===== config.mk =====
export PLATFORM = sky130hd
export DESIGN_NAME = mc_control_fsm
export DESIGN_NICKNAME = d
export VERILOG_FILES = /design/src/rtl/rv_ctrl_pkg.sv /design/src/rtl/mc_control_fsm_opcode_class.sv /design/src/rtl/mc_control_fsm.sv
export SDC_FILE = /design/constraint.sdc
export NUM_CORES = 1
export LEC_CHECK = 0
export CAP_MARGIN = 30
export CORE_UTILIZATION = 52
export CTS_BUF_LIST = sky130_fd_sc_hd__clkbuf_2 sky130_fd_sc_hd__clkbuf_4 sky130_fd_sc_hd__clkbuf_8
export CTS_CLUSTER_SIZE = 28
export DETAILED_ROUTE_END_ITERATION = 12
export PLACE_DENSITY_LB_ADDON = 0.3
export SYNTH_ARGS = -nofsm -noshare
export SYNTH_HDL_FRONTEND = slang
export SYNTH_SLANG_ARGS = --single-unit

===== constraint.sdc =====
create_clock -name clk -period 2.5 [get_ports clk]
set_input_delay 0.375 -clock clk [delete_from_list [all_inputs] [get_ports clk]]
set_output_delay 0.375 -clock clk [all_outputs]
set_load 0.01 [all_outputs]

===== src/rtl/rv_ctrl_pkg.sv =====
// Shared control definitions for the RV32I core: opcodes, FSM states,
// datapath select encodings and the opcode class used by the decoders.
package rv_ctrl_pkg;

  localparam logic [6:0] R_TYPE = 7'b0110011;
  localparam logic [6:0] RTypeI = 7'b0010011;
  localparam logic [6:0] LW     = 7'b0000011;
  localparam logic [6:0] SW     = 7'b0100011;
  localparam logic [6:0] BR     = 7'b1100011;
  localparam logic [6:0] LUI    = 7'b0110111;
  localparam logic [6:0] AUIPC  = 7'b0010111;
  localparam logic [6:0] JAL    = 7'b1101111;
  localparam logic [6:0] JALR   = 7'b1100111;

  localparam int unsigned WAIT_W = 8;

  typedef enum logic [2:0] {
    FETCH  = 3'd0,
    DECODE = 3'd1,
    EXEC   = 3'd2,
    MEM    = 3'd3,
    WB     = 3'd4,
    TRAP   = 3'd5
  } mc_state_t;

  typedef enum logic [1:0] {
    PC_PLUS4 = 2'd0,
    PC_IMM   = 2'd1,
    PC_ALU   = 2'd2
  } pc_src_t;

  typedef enum logic [1:0] {
    WB_ALU = 2'd0,
    WB_MEM = 2'd1,
    WB_PC4 = 2'd2
  } wb_sel_t;

  typedef enum logic [1:0] {
    A_RS1  = 2'd0,
    A_PC   = 2'd1,
    A_ZERO = 2'd2
  } alu_src_a_t;

  localparam logic [1:0] ALUOP_ADD   = 2'b00;
  localparam logic [1:0] ALUOP_BR    = 2'b01;
  localparam logic [1:0] ALUOP_FUNCT = 2'b10;
  localparam logic [1:0] ALUOP_PASS  = 2'b11;

  typedef enum logic [3:0] {
    CL_R     = 4'd0,
    CL_I     = 4'd1,
    CL_LW    = 4'd2,
    CL_SW    = 4'd3,
    CL_BR    = 4'd4,
    CL_LUI   = 4'd5,
    CL_AUIPC = 4'd6,
    CL_JAL   = 4'd7,
    CL_JALR  = 4'd8,
    CL_ILL   = 4'd9
  } op_class_t;

endpackage


===== src/rtl/mc_control_fsm_opcode_class.sv =====
// Combinational opcode-to-class decode with a legal flag; shared by the
// multi-cycle controller and the hazard unit.
module opcode_class
  import rv_ctrl_pkg::*;
(
  input  logic [6:0] opcode,
  output logic [3:0] op_class,
  output logic       legal
);

  always_comb begin
    op_class = CL_ILL;
    case (opcode)
      R_TYPE:  op_class = CL_R;
      RTypeI:  op_class = CL_I;
      LW:      op_class = CL_LW;
      SW:      op_class = CL_SW;
      BR:      op_class = CL_BR;
      LUI:     op_class = CL_LUI;
      AUIPC:   op_class = CL_AUIPC;
      JAL:     op_class = CL_JAL;
      JALR:    op_class = CL_JALR;
      default: op_class = CL_ILL;
    endcase
    legal = (op_class != CL_ILL);
  end

endmodule


===== src/rtl/mc_control_fsm.sv =====
// Multi-cycle RV32I sequencing controller: FETCH/DECODE/EXEC/MEM/WB over a
// shared memory port, with a memory-wait timeout and a retired-instruction counter.
module mc_control_fsm
  import rv_ctrl_pkg::*;
#(
  parameter int unsigned MEM_WAIT_MAX = 16,
  parameter int unsigned RET_CNT_W    = 32
) (
  input  logic                 clk,
  input  logic                 reset,
  input  logic [6:0]           Opcode,
  input  logic                 br_taken,
  input  logic                 mem_ready,
  output logic                 pc_write,
  output logic [1:0]           pc_src,
  output logic                 ir_write,
  output logic                 iord,
  output logic                 mem_read,
  output logic                 mem_write,
  output logic                 reg_write,
  output logic [1:0]           wb_sel,
  output logic [1:0]           alu_src_a,
  output logic                 alu_src_b,
  output logic [1:0]           ALUOp,
  output logic                 retire,
  output logic [RET_CNT_W-1:0] ret_count,
  output logic                 trap,
  output logic [2:0]           state_o
);

  mc_state_t         state, state_nxt;
  logic [WAIT_W-1:0] wait_cnt;
  logic [3:0]        cls_raw;
  op_class_t         cls;
  logic              legal;
  logic              timeout_c;

  opcode_class u_opcode_class (
    .opcode   (Opcode),
    .op_class (cls_raw),
    .legal    (legal)
  );

  assign cls       = op_class_t'(cls_raw);
  // A ready in the final allowed cycle still wins over the timeout.
  assign timeout_c = !mem_ready && (wait_cnt == WAIT_W'(MEM_WAIT_MAX - 1));
  assign trap      = (state == TRAP);
  assign state_o   = state;

  // State, wait counter and retire counter.
  always_ff @(posedge clk) begin
    if (reset) begin
      state     <= FETCH;
      wait_cnt  <= '0;
      ret_count <= '0;
    end else begin
      state <= state_nxt;
      if (state_nxt != state)
        wait_cnt <= '0;
      else if ((state == FETCH || state == MEM) && !mem_ready)
        wait_cnt <= wait_cnt + WAIT_W'(1);
      if (retire)
        ret_count <= ret_count + RET_CNT_W'(1);
    end
  end

  // Next state and Moore control decode.
  always_comb begin
    state_nxt = state;
    pc_write  = 1'b0;
    pc_src    = PC_PLUS4;
    ir_write  = 1'b0;
    iord      = 1'b0;
    mem_read  = 1'b0;
    mem_write = 1'b0;
    reg_write = 1'b0;
    wb_sel    = WB_ALU;
    alu_src_a = A_RS1;
    alu_src_b = 1'b0;
    ALUOp     = ALUOP_ADD;
    retire    = 1'b0;
    case (state)
      FETCH: begin
        mem_read = 1'b1;
        if (mem_ready) begin
          ir_write  = 1'b1;
          pc_write  = 1'b1;
          state_nxt = DECODE;
        end else if (timeout_c) begin
          state_nxt = TRAP;
        end
      end
      DECODE: state_nxt = legal ? EXEC : TRAP;
      EXEC: begin
        state_nxt = WB;
        case (cls)
          CL_R:  ALUOp = ALUOP_FUNCT;
          CL_I: begin
            alu_src_b = 1'b1;
            ALUOp     = ALUOP_FUNCT;
          end
          CL_LW, CL_SW: begin
            alu_src_b = 1'b1;
            state_nxt = MEM;
          end
          CL_LUI: begin
            alu_src_a = A_ZERO;
            alu_src_b = 1'b1;
            ALUOp     = ALUOP_PASS;
          end
          CL_AUIPC: begin
            alu_src_a = A_PC;
            alu_src_b = 1'b1;
            ALUOp     = ALUOP_PASS;
          end
          CL_BR: begin
            ALUOp     = ALUOP_BR;
            pc_write  = br_taken;
            pc_src    = PC_IMM;
            retire    = 1'b1;
            state_nxt = FETCH;
          end
          CL_JAL: begin
            pc_write = 1'b1;
            pc_src   = PC_IMM;
            ALUOp    = ALUOP_PASS;
          end
          CL_JALR: begin
            alu_src_b = 1'b1;
            pc_write  = 1'b1;
            pc_src    = PC_ALU;
            ALUOp     = ALUOP_PASS;
          end
          default: state_nxt = TRAP;
        endcase
      end
      MEM: begin
        iord      = 1'b1;
        mem_read  = (cls == CL_LW);
        mem_write = (cls == CL_SW);
        if (mem_ready) begin
          retire    = (cls == CL_SW);
          state_nxt = (cls == CL_SW) ? FETCH : WB;
        end else if (timeout_c) begin
          state_nxt = TRAP;
        end
      end
      WB: begin
        reg_write = 1'b1;
        retire    = 1'b1;
        if (cls == CL_LW)
          wb_sel = WB_MEM;
        else if (cls == CL_JAL || cls == CL_JALR)
          wb_sel = WB_PC4;
        state_nxt = FETCH;
      end
      TRAP:    state_nxt = TRAP;
      default: state_nxt = FETCH;
    endcase
    // Reset abandons any access immediately and keeps every control quiet.
    if (reset) begin
      pc_write  = 1'b0;
      pc_src    = PC_PLUS4;
      ir_write  = 1'b0;
      iord      = 1'b0;
      mem_read  = 1'b0;
      mem_write = 1'b0;
      reg_write = 1'b0;
      wb_sel    = WB_ALU;
      alu_src_a = A_RS1;
      alu_src_b = 1'b0;
      ALUOp     = ALUOP_ADD;
      retire    = 1'b0;
    end
  end

endmodule


# ---- Word level (Yosys, flattened, before mapping)
# Index checks and enable logic that the tools add are counted.
dict set report totals {
  regBits 43
  input_bits 11
  output_inout_bits 52
  wordCells 87
}
dict set report op_classes {
  addsub 2
  eq_ne 25
  mux 42
  n_reduce_logical 15
}
# op count
set op_table {}
lappend op_table {{$pmux 4 s9} 1}
lappend op_table {{$add 32x1->32 const B} 1}
lappend op_table {{$eq 7x6->1 const B} 3}
lappend op_table {{$eq 7x7->1 const B} 3}
lappend op_table {{$mux 2} 10}
lappend op_table {{$mux 1} 17}
lappend op_table {{$eq 4x3->1 const B} 4}
lappend op_table {{$mux 3} 5}
lappend op_table {{$pmux 3 s5} 1}
lappend op_table {{$eq 7x5->1 const B} 2}
lappend op_table {{$reduce_or 6->1} 2}
lappend op_table {{$reduce_or 2->1} 5}
lappend op_table {{$pmux 3 s3} 1}
lappend op_table {{$add 8x1->8 const B} 1}
lappend op_table {{$eq 4x2->1 const B} 2}
lappend op_table {{$eq 8x4->1 const B} 1}
lappend op_table {{$pmux 2 s2} 2}
lappend op_table {{$eq 7x2->1 const B} 1}
lappend op_table {{$eq 3x2->1 const B} 2}
lappend op_table {{$eq 3x3->1 const B} 2}
lappend op_table {{$pmux 1 s2} 3}
lappend op_table {{$pmux 2 s3} 1}
lappend op_table {{$eq 4x1->1 const B} 1}
lappend op_table {{$eq 4x4->1 const B} 1}
lappend op_table {{other kinds (10)} 12}

# ---- Depth between registers and ports, before layout
dict set report logic_depth {
  ltp_word 8
  depth_mapped 8
  ltp_nobuf 8
}

# ---- By module
# A second synthesis with hierarchy kept.
dict set report unflattened {
  cells_unflattened 348
  hier_area_um2 2696.3
}
# module n_inst cells_each area_each_um2 seq_area_each_um2
set by_module_without_submodules {}
lappend by_module_without_submodules {mc_control_fsm 1 323 2534.9 860.8}
lappend by_module_without_submodules {opcode_class 1 25 161.4 0.0}

# ---- Worst setup path after synthesis
# No wires, ideal clock.
dict set report synth_timing {
  path_kind {flip-flop to output port}
  start {register state[1], in the netlist state_o[1]}
  end {output port alu_src_a[0]}
  arrival_ns 1.812
  t_required_ns 2.125
  slack_ns 0.313
  stages_incl_launch_ff 7
  n_path_buf 1
  cell_sequence {dfxtp_1 -> clkbuf_1 -> inv_1 -> or4_1 -> nor2_1 -> nand3_1 -> nor2_1}
}
dict set report synth_via {
  elab_chain_cells 3
}
# item line_no
set synth_rtl {}
lappend synth_rtl {{start, declared} mc_control_fsm.sv:31} ;# mc_state_t state, state_nxt;
lappend synth_rtl {{start signal, assigned} mc_control_fsm.sv:57} ;# state <= state_nxt;
lappend synth_rtl {{$eq 3x2->1} mc_control_fsm.sv:82} ;# case (state)
lappend synth_rtl {{$mux 2} mc_control_fsm.sv:82}
lappend synth_rtl {{$mux 2} mc_control_fsm.sv:161} ;# if (reset) begin
lappend synth_rtl {{end, declared} mc_control_fsm.sv:22} ;# output logic [1:0] alu_src_a,
# No other way between the ends.

# ---- Final worst setup path
dict set report layout_timing {
  start {register state[2], in the netlist state_o[2]}
  end {output port ALUOp[0]}
}
dict set report layout_via {
  elab_chain_cells 3
}
# item line_no
set layout_rtl {}
lappend layout_rtl {{$eq 3x2->1} mc_control_fsm.sv:82}
lappend layout_rtl {{$mux 2} mc_control_fsm.sv:82}
lappend layout_rtl {{$mux 2} mc_control_fsm.sv:161}
lappend layout_rtl {{end, declared} mc_control_fsm.sv:24} ;# output logic [1:0] ALUOp,
# No other way between the ends.

==> metrics.txt <==
DP HPWL ~5400 um; antenna fix cells 0; largest net degree at the start of global routing 28; Clock Skew slightly above 0.009 ns; Root Driver clkbuf_8; Most used DFF post-synth dfxtp_1; PwrDens between 300 and 400 nW/um2; H-tree levels 2; Critical Path RT roughly 2.1 ns; wirelength, routed between 7000 and 8000 um; Clk pin slew, worst setup/hold paths about 0.080 ns; # IOs 63; final instance area about 3700 um2; Async SR Flop Fraction 0%; TritonCTS clock tree yes; final hold vios 0; initial antenna violation count 0; met1 GRT Util between 30% and 40%; Clock Sinks 43; die width approximately 74 um; syn_nets around 350; Max clock buf depth 2; GRT busiest layer met2; Area Growth Syn to Fin 39.95%; Worst Setup Start Kind flop; drt pass-1 iters 5; core footprint between 4000 and 5000 um2; CP arrival between 2 and 2.5 ns; grt met2 use a little under half; synth warn 0; Cell Area, Placed roughly 3600 um2; Synth area leader dfxtp_1; maxcap violations 0; vias in the first global route approximately 2.6k; Cell variety after synth 54; DRC errors left 0; sequential element share of the synthesized area between 30% and 40%; First DRT Iteration DRCs 165; fin. max-slew vios 0; Peak Freq 407.6 MHz; Post-synth EDFFs 0; gpl congestion just over 0.9; die height around 74 um; Num CTS Buffers 5; Post-Syn Area between 2000 and 3000 um2; leakage between 1 and 1.5 nW; final setup vio count 0; most frequent cells in the layout clkdlybuf4s50_1 (45), dfxtp_1 (42), nor2_1 (39), buf_4 (39); DR WL/cell ~15 um; top post-synthesis cells by area dfxtp_1 (32%), xnor2_1 (8.8%), nor2_1 (5.6%), nand2_1 (3.8%), a21oi_1 (3.6%); worst-skew pair later-pin latency roughly 0.30 ns; cell count after synthesis about 340; vias ~2.9k; met3 Track Usage GR roughly 4.7%; Final min period roughly 2.5 ns; most common cell after layout, fill and taps aside clkdlybuf4s50_1; share of layout cells above drive strength 1 18.12%; DRT antenna net count 0; min-delay worst type flop to flop; Vias/cell 5.825; final net count 437; Crit Path Max Fanout 14; GR Overflow Total 0; kind of critical path flop to primary output; global-route wire length before repair roughly 12000 um; Avg Synthesized Cell Area around 8.0 um2; Worst Max-Slew Pin Slew 0.4753 ns; final setup TNS 0 ns; Peak supply drop 0.5413 mV; Slew headroom approximately 68%; die footprint between 5000 and 6000 um2; status complete, no violations; final worst-path cycle share a little over nine tenths; Tot GR Track Use 28.13%; top cell type's share of synthesized area between 30 and 40%; Initial Utilization a little under three fifths; row count 25; PortBufs 62; Synth Register Bits 43; CP Capture Type primary output
cells in the mapped netlist (all sizes together) (3+ instances only):
library cell  instances
a31oi                 3
a2111oi              13
o31ai                 3
or3                   3
and4                  4
nand2                27
o21ai                 7
or4                   7
or2                   3
nor3                 14
nor4b                 3
xor2                  7
nor2                 40
clkbuf               12
and3                  6
a21oi                19
nand3                16
buf                   8
a211oi                9
dfxtp                43
nand4                 9
inv                  15
and2                  8
xnor2                27
cell families after synthesis:
group | Yosys count | share of synthesized area (%)
muxes | 2 | 0.7477
DFF | 43 | 32.15
adders and majority gates | 2 | 0.9344
xor gates and xnor gates | 34 | 11.12
and+or+nand+nor | 155 | 31.26
AOI/OAI and AO/OA | 64 | 18.46
buffers and inverters | 35 | 5.327
metal layers:
metal | up-vias | wire, um
met5 | - | 0
met4 | 0 | 123
met3 | 13 | 435
met2 | 119 | 3638
met1 | 1349 | 3250
li1 | 1385 | -
per-stage QoR:
stage | power, W | utilization, % | std cells | hold slack (ns) | setup slack [ns]
after floorplan | 0.0008056 | - | 335 | 0.4969 | 0.3134
after global placement | 0.0008944 | 74.01 | 483 | 0.4811 | -0.3464
after detailed placement | 0.0008992 | 74.01 | 483 | 0.5060 | -0.3247
after CTS | 0.001443 | 76.41 | 492 | 0.5196 | 0.002399
after global routing | 0.001497 | 77.29 | 492 | 0.5470 | -0.03321
final | 0.001443 | 77.29 | 492 | 0.5196 | 0.04683
final cells by class:
cell class / count / area [um2]
Fill cell: 340 / 1101
Sequential cell: 43 / 862.1
Tap cell: 67 / 83.83
Clock buffer: 5 / 68.82
Multi-Input combinational cell: 257 / 1709
Timing Repair Buffer: 102 / 923.4
Inverter: 15 / 56.30
Clock inverter: 3 / 43.79
final timing paths:
check                                    from  slack, ns             to  cells after the start
worst min-delay path            ret_count[30]       0.52  ret_count[30]                      2
worst max-delay path               state_o[2]       0.05       ALUOp[0]                      6
worst max register to register     state_o[2]       0.26  ret_count[18]                      9
worst min register to register  ret_count[30]       0.52  ret_count[30]                      2
timing repair:
item	CTS	global route
hold buffers	0	0
resized for setup	19	12
endpoints found under the hold margin	0	0
endpoints found under the setup margin	13	15
buffers inserted	1	0
pin swaps	0	1
sequential cells by signal, summed over array words and instances (netlist names):
register / cells
wait_cnt: 8
ret_count: 32
state_o: 3
where the power goes:
group / internal, W / switching [W]
logic: 0.0000888 / 0.000107
registers: 0.000690 / 0.00000744
clock network: 0.000298 / 0.000252
total: 0.00108 / 0.000366
critical path, cell delays in order, from the launching register on:
cell and delay, ns:
dfxtp_1 0.34, buf_4 0.20, nor4b_2 0.30, buf_4 0.18
nand3_1 0.10, nor2_1 0.12, clkdlybuf4s50_1 0.54
Power figures use the tool's default switching activity.
==> patch: new RTL, same settings <==
Change the package constant `WAIT_W` from 8 to 12.
--- a/src/rtl/rv_ctrl_pkg.sv
+++ b/src/rtl/rv_ctrl_pkg.sv
@@ -13,5 +13,5 @@
   localparam logic [6:0] JALR   = 7'b1100111;
 
-  localparam int unsigned WAIT_W = 8;
+  localparam int unsigned WAIT_W = 12;
 
   typedef enum logic [2:0] {
Formal check against the unedited RTL: same outputs for any inputs over 10 cycles, from zero or initial values and one cycle with reset high; that may be too few to reach the edited logic, so the function may still have changed.
==> patch against the unedited design <==
  * The run now ends with negative setup slack left
  * Sequential cell count grew 4
  * Area after synthesis up 5.6%
  * Final area increased by 5.5%
  * Total power decreased by 0.56%
  * Setup slack got worse by 99 ps
  * Die area rose by 5.4%
  * Final cell count is 7.9% higher
  * Sequential share of layout area is 0.83 points higher
  * Maximum frequency decreased by 3.9%
  * Routed wire length up 5.1%
  * Highest routed layer unchanged
==> patch: results (changes against the unedited design) <==
Failing checks = negative setup slack
Post-DP HPWL = 5650 µm (+4.1%)
Hold slack = 480 ps (-39.9 ps)
Largest net degree at the start of global routing = 35 (+25%)
Avg WL per Cell = 14.7 µm (-2.6%)
Worst hold endpoint = wait_cnt[1]
Fill cells = 358 (+5.3%)
First-pass GRT wire length = 12200 µm (+2.0%)
Setup Viol. Count Final = 1 (+1)
Rows = 26 (+4.0%)
Status = finished with violations
Synth Area per Inst = 7.87 µm² (-1.5%)
Worst setup path startpoint = Opcode[3]
Reg2reg start = state_o[0]
Max reg flops = 32 (unchanged)
Synth area leaders = dfxtp_1 (33%), a21oi_1 (5.1%), nor2_1 (5.0%)
WP data arrival = 2180 ps (+100 ps)
Final setup margin = -51.7 ps (-98.5 ps)
Synth unique cells = 65 (+20%)
Routability cong. = 0.875 (-3.5%)
H-tree levels = 2 (unchanged)
Via count = 3105 (+8.3%)
Drt via density = 5.85 (+0.38%)
Initial DRT Pass Iterations = 4 (-1)
Worst Setup EP = mem_write
Cell Area, Placed = 3790 µm² (+5.6%)
Clk sinks = 47 (+9.3%)
Post-synthesis sequential area ratio = 33.3% (+1.1 points)
Slew Limit Headroom = 65.5% (-2.8 points)
Mapped Nets = 372 (+6.9%)
Pre-CTS WS = -191 ps (+134 ps)
VDD IR max = 0.419 mV (-23%)
Synth top cells by count = dfxtp_1 (47), nor2_1 (38), nand2_1 (35)
GRT Util Overall = 27.4% (-0.72 points)
Number of global-route vias before repair = 2805 (+6.1%)
Largest fanout on the critical path = 3 (-11)
Ratio of cells with drive above 1 in the final layout = 16.9% (-1.2 points)
Placed insts = 519 (+7.5%)
Leakage = 0.00146 µW (+9.8%)
Final nets = 473 (+8.2%)
Number of DRC markers in iteration 0 = 256 (+55%)
Gates resized, CTS repair = 11 (-8)
Fin Clk Skew = 13.1 ps (+3.83 ps)
Reg2reg path depth = 7 (-2)
R2r setup slk = 80 ps (-180 ps)
P_int = 1070 µW (-0.79%)
Worst hold path cell count = 2 (unchanged)
-- patch: cell count changes in the layout (fill, tap and decap cells not counted), moves of 5 or more --
cell and change:
buf_4 +9, nand2_1 +8, a2111oi_2 -5, a2111oi_1 -6, o21ai_0 +9, or3_1 +13, a211oi_1 -8, and2_1 -5
xnor2_1 -15, a21oi_1 +10
-- patch: final cells by class --
| cell class | instances | area share (%) |
|---|---|---|
| Tap cell | 70 | 2.22 |
| Timing Repair Buffer | 110 | 24.8 |
| Clock inverter | 2 | 0.348 |
| Sequential cell | 47 | 23.8 |
| Clock buffer | 6 | 2.09 |
| Inverter | 12 | 1.14 |
| Multi-Input combinational cell | 284 | 45.6 |
-- patch: worst max-delay path: stages --
cell	delay (ps)
clkdlybuf4s50_1	440
nand4bb_1	360
buf_4	250
nor3b_1	190
clkdlybuf4s50_1	570
-- patch: cells by family after synthesis --
family          count (synthesis)  synth area share [%]
xor+xnor                       21                  6.51
flops                          47                  33.3
fa+ha+maj                       3                  1.24
simple gates                  174                  33.5
buf+inv                        28                  4.25
compound gates                 84                  20.5
mux                             2                 0.753
-- patch: metrics by stage --
step           util, %  setup TNS, ps
2_1_floorplan        -              0
3_3_place_gp      73.3          -1470
3_5_place_dp      73.3          -2530
4_1_cts           75.2          -79.7
5_1_grt           76.4           -168
6_report          76.4          -51.7
-- patch: metal layers --
layer | share of wire (%) | GRT usage (%) | wire length, µm
met3 | 4.5 | 4.37 | 353
met1 | 42 | 33.2 | 3310
met4 | 1.3 | 8.85 | 98
met2 | 52 | 49.5 | 4060
met5 | 0 | 0 | 0
-- patch: power by group through the flow --
stage,combinational (µW),clock (µW),sequential [µW]
after floorplan,98.1,0,776
after global placement,181,0,777
after detailed placement,184,0,777
after CTS,184,493,759
after global routing,204,530,761
final,189,485,760
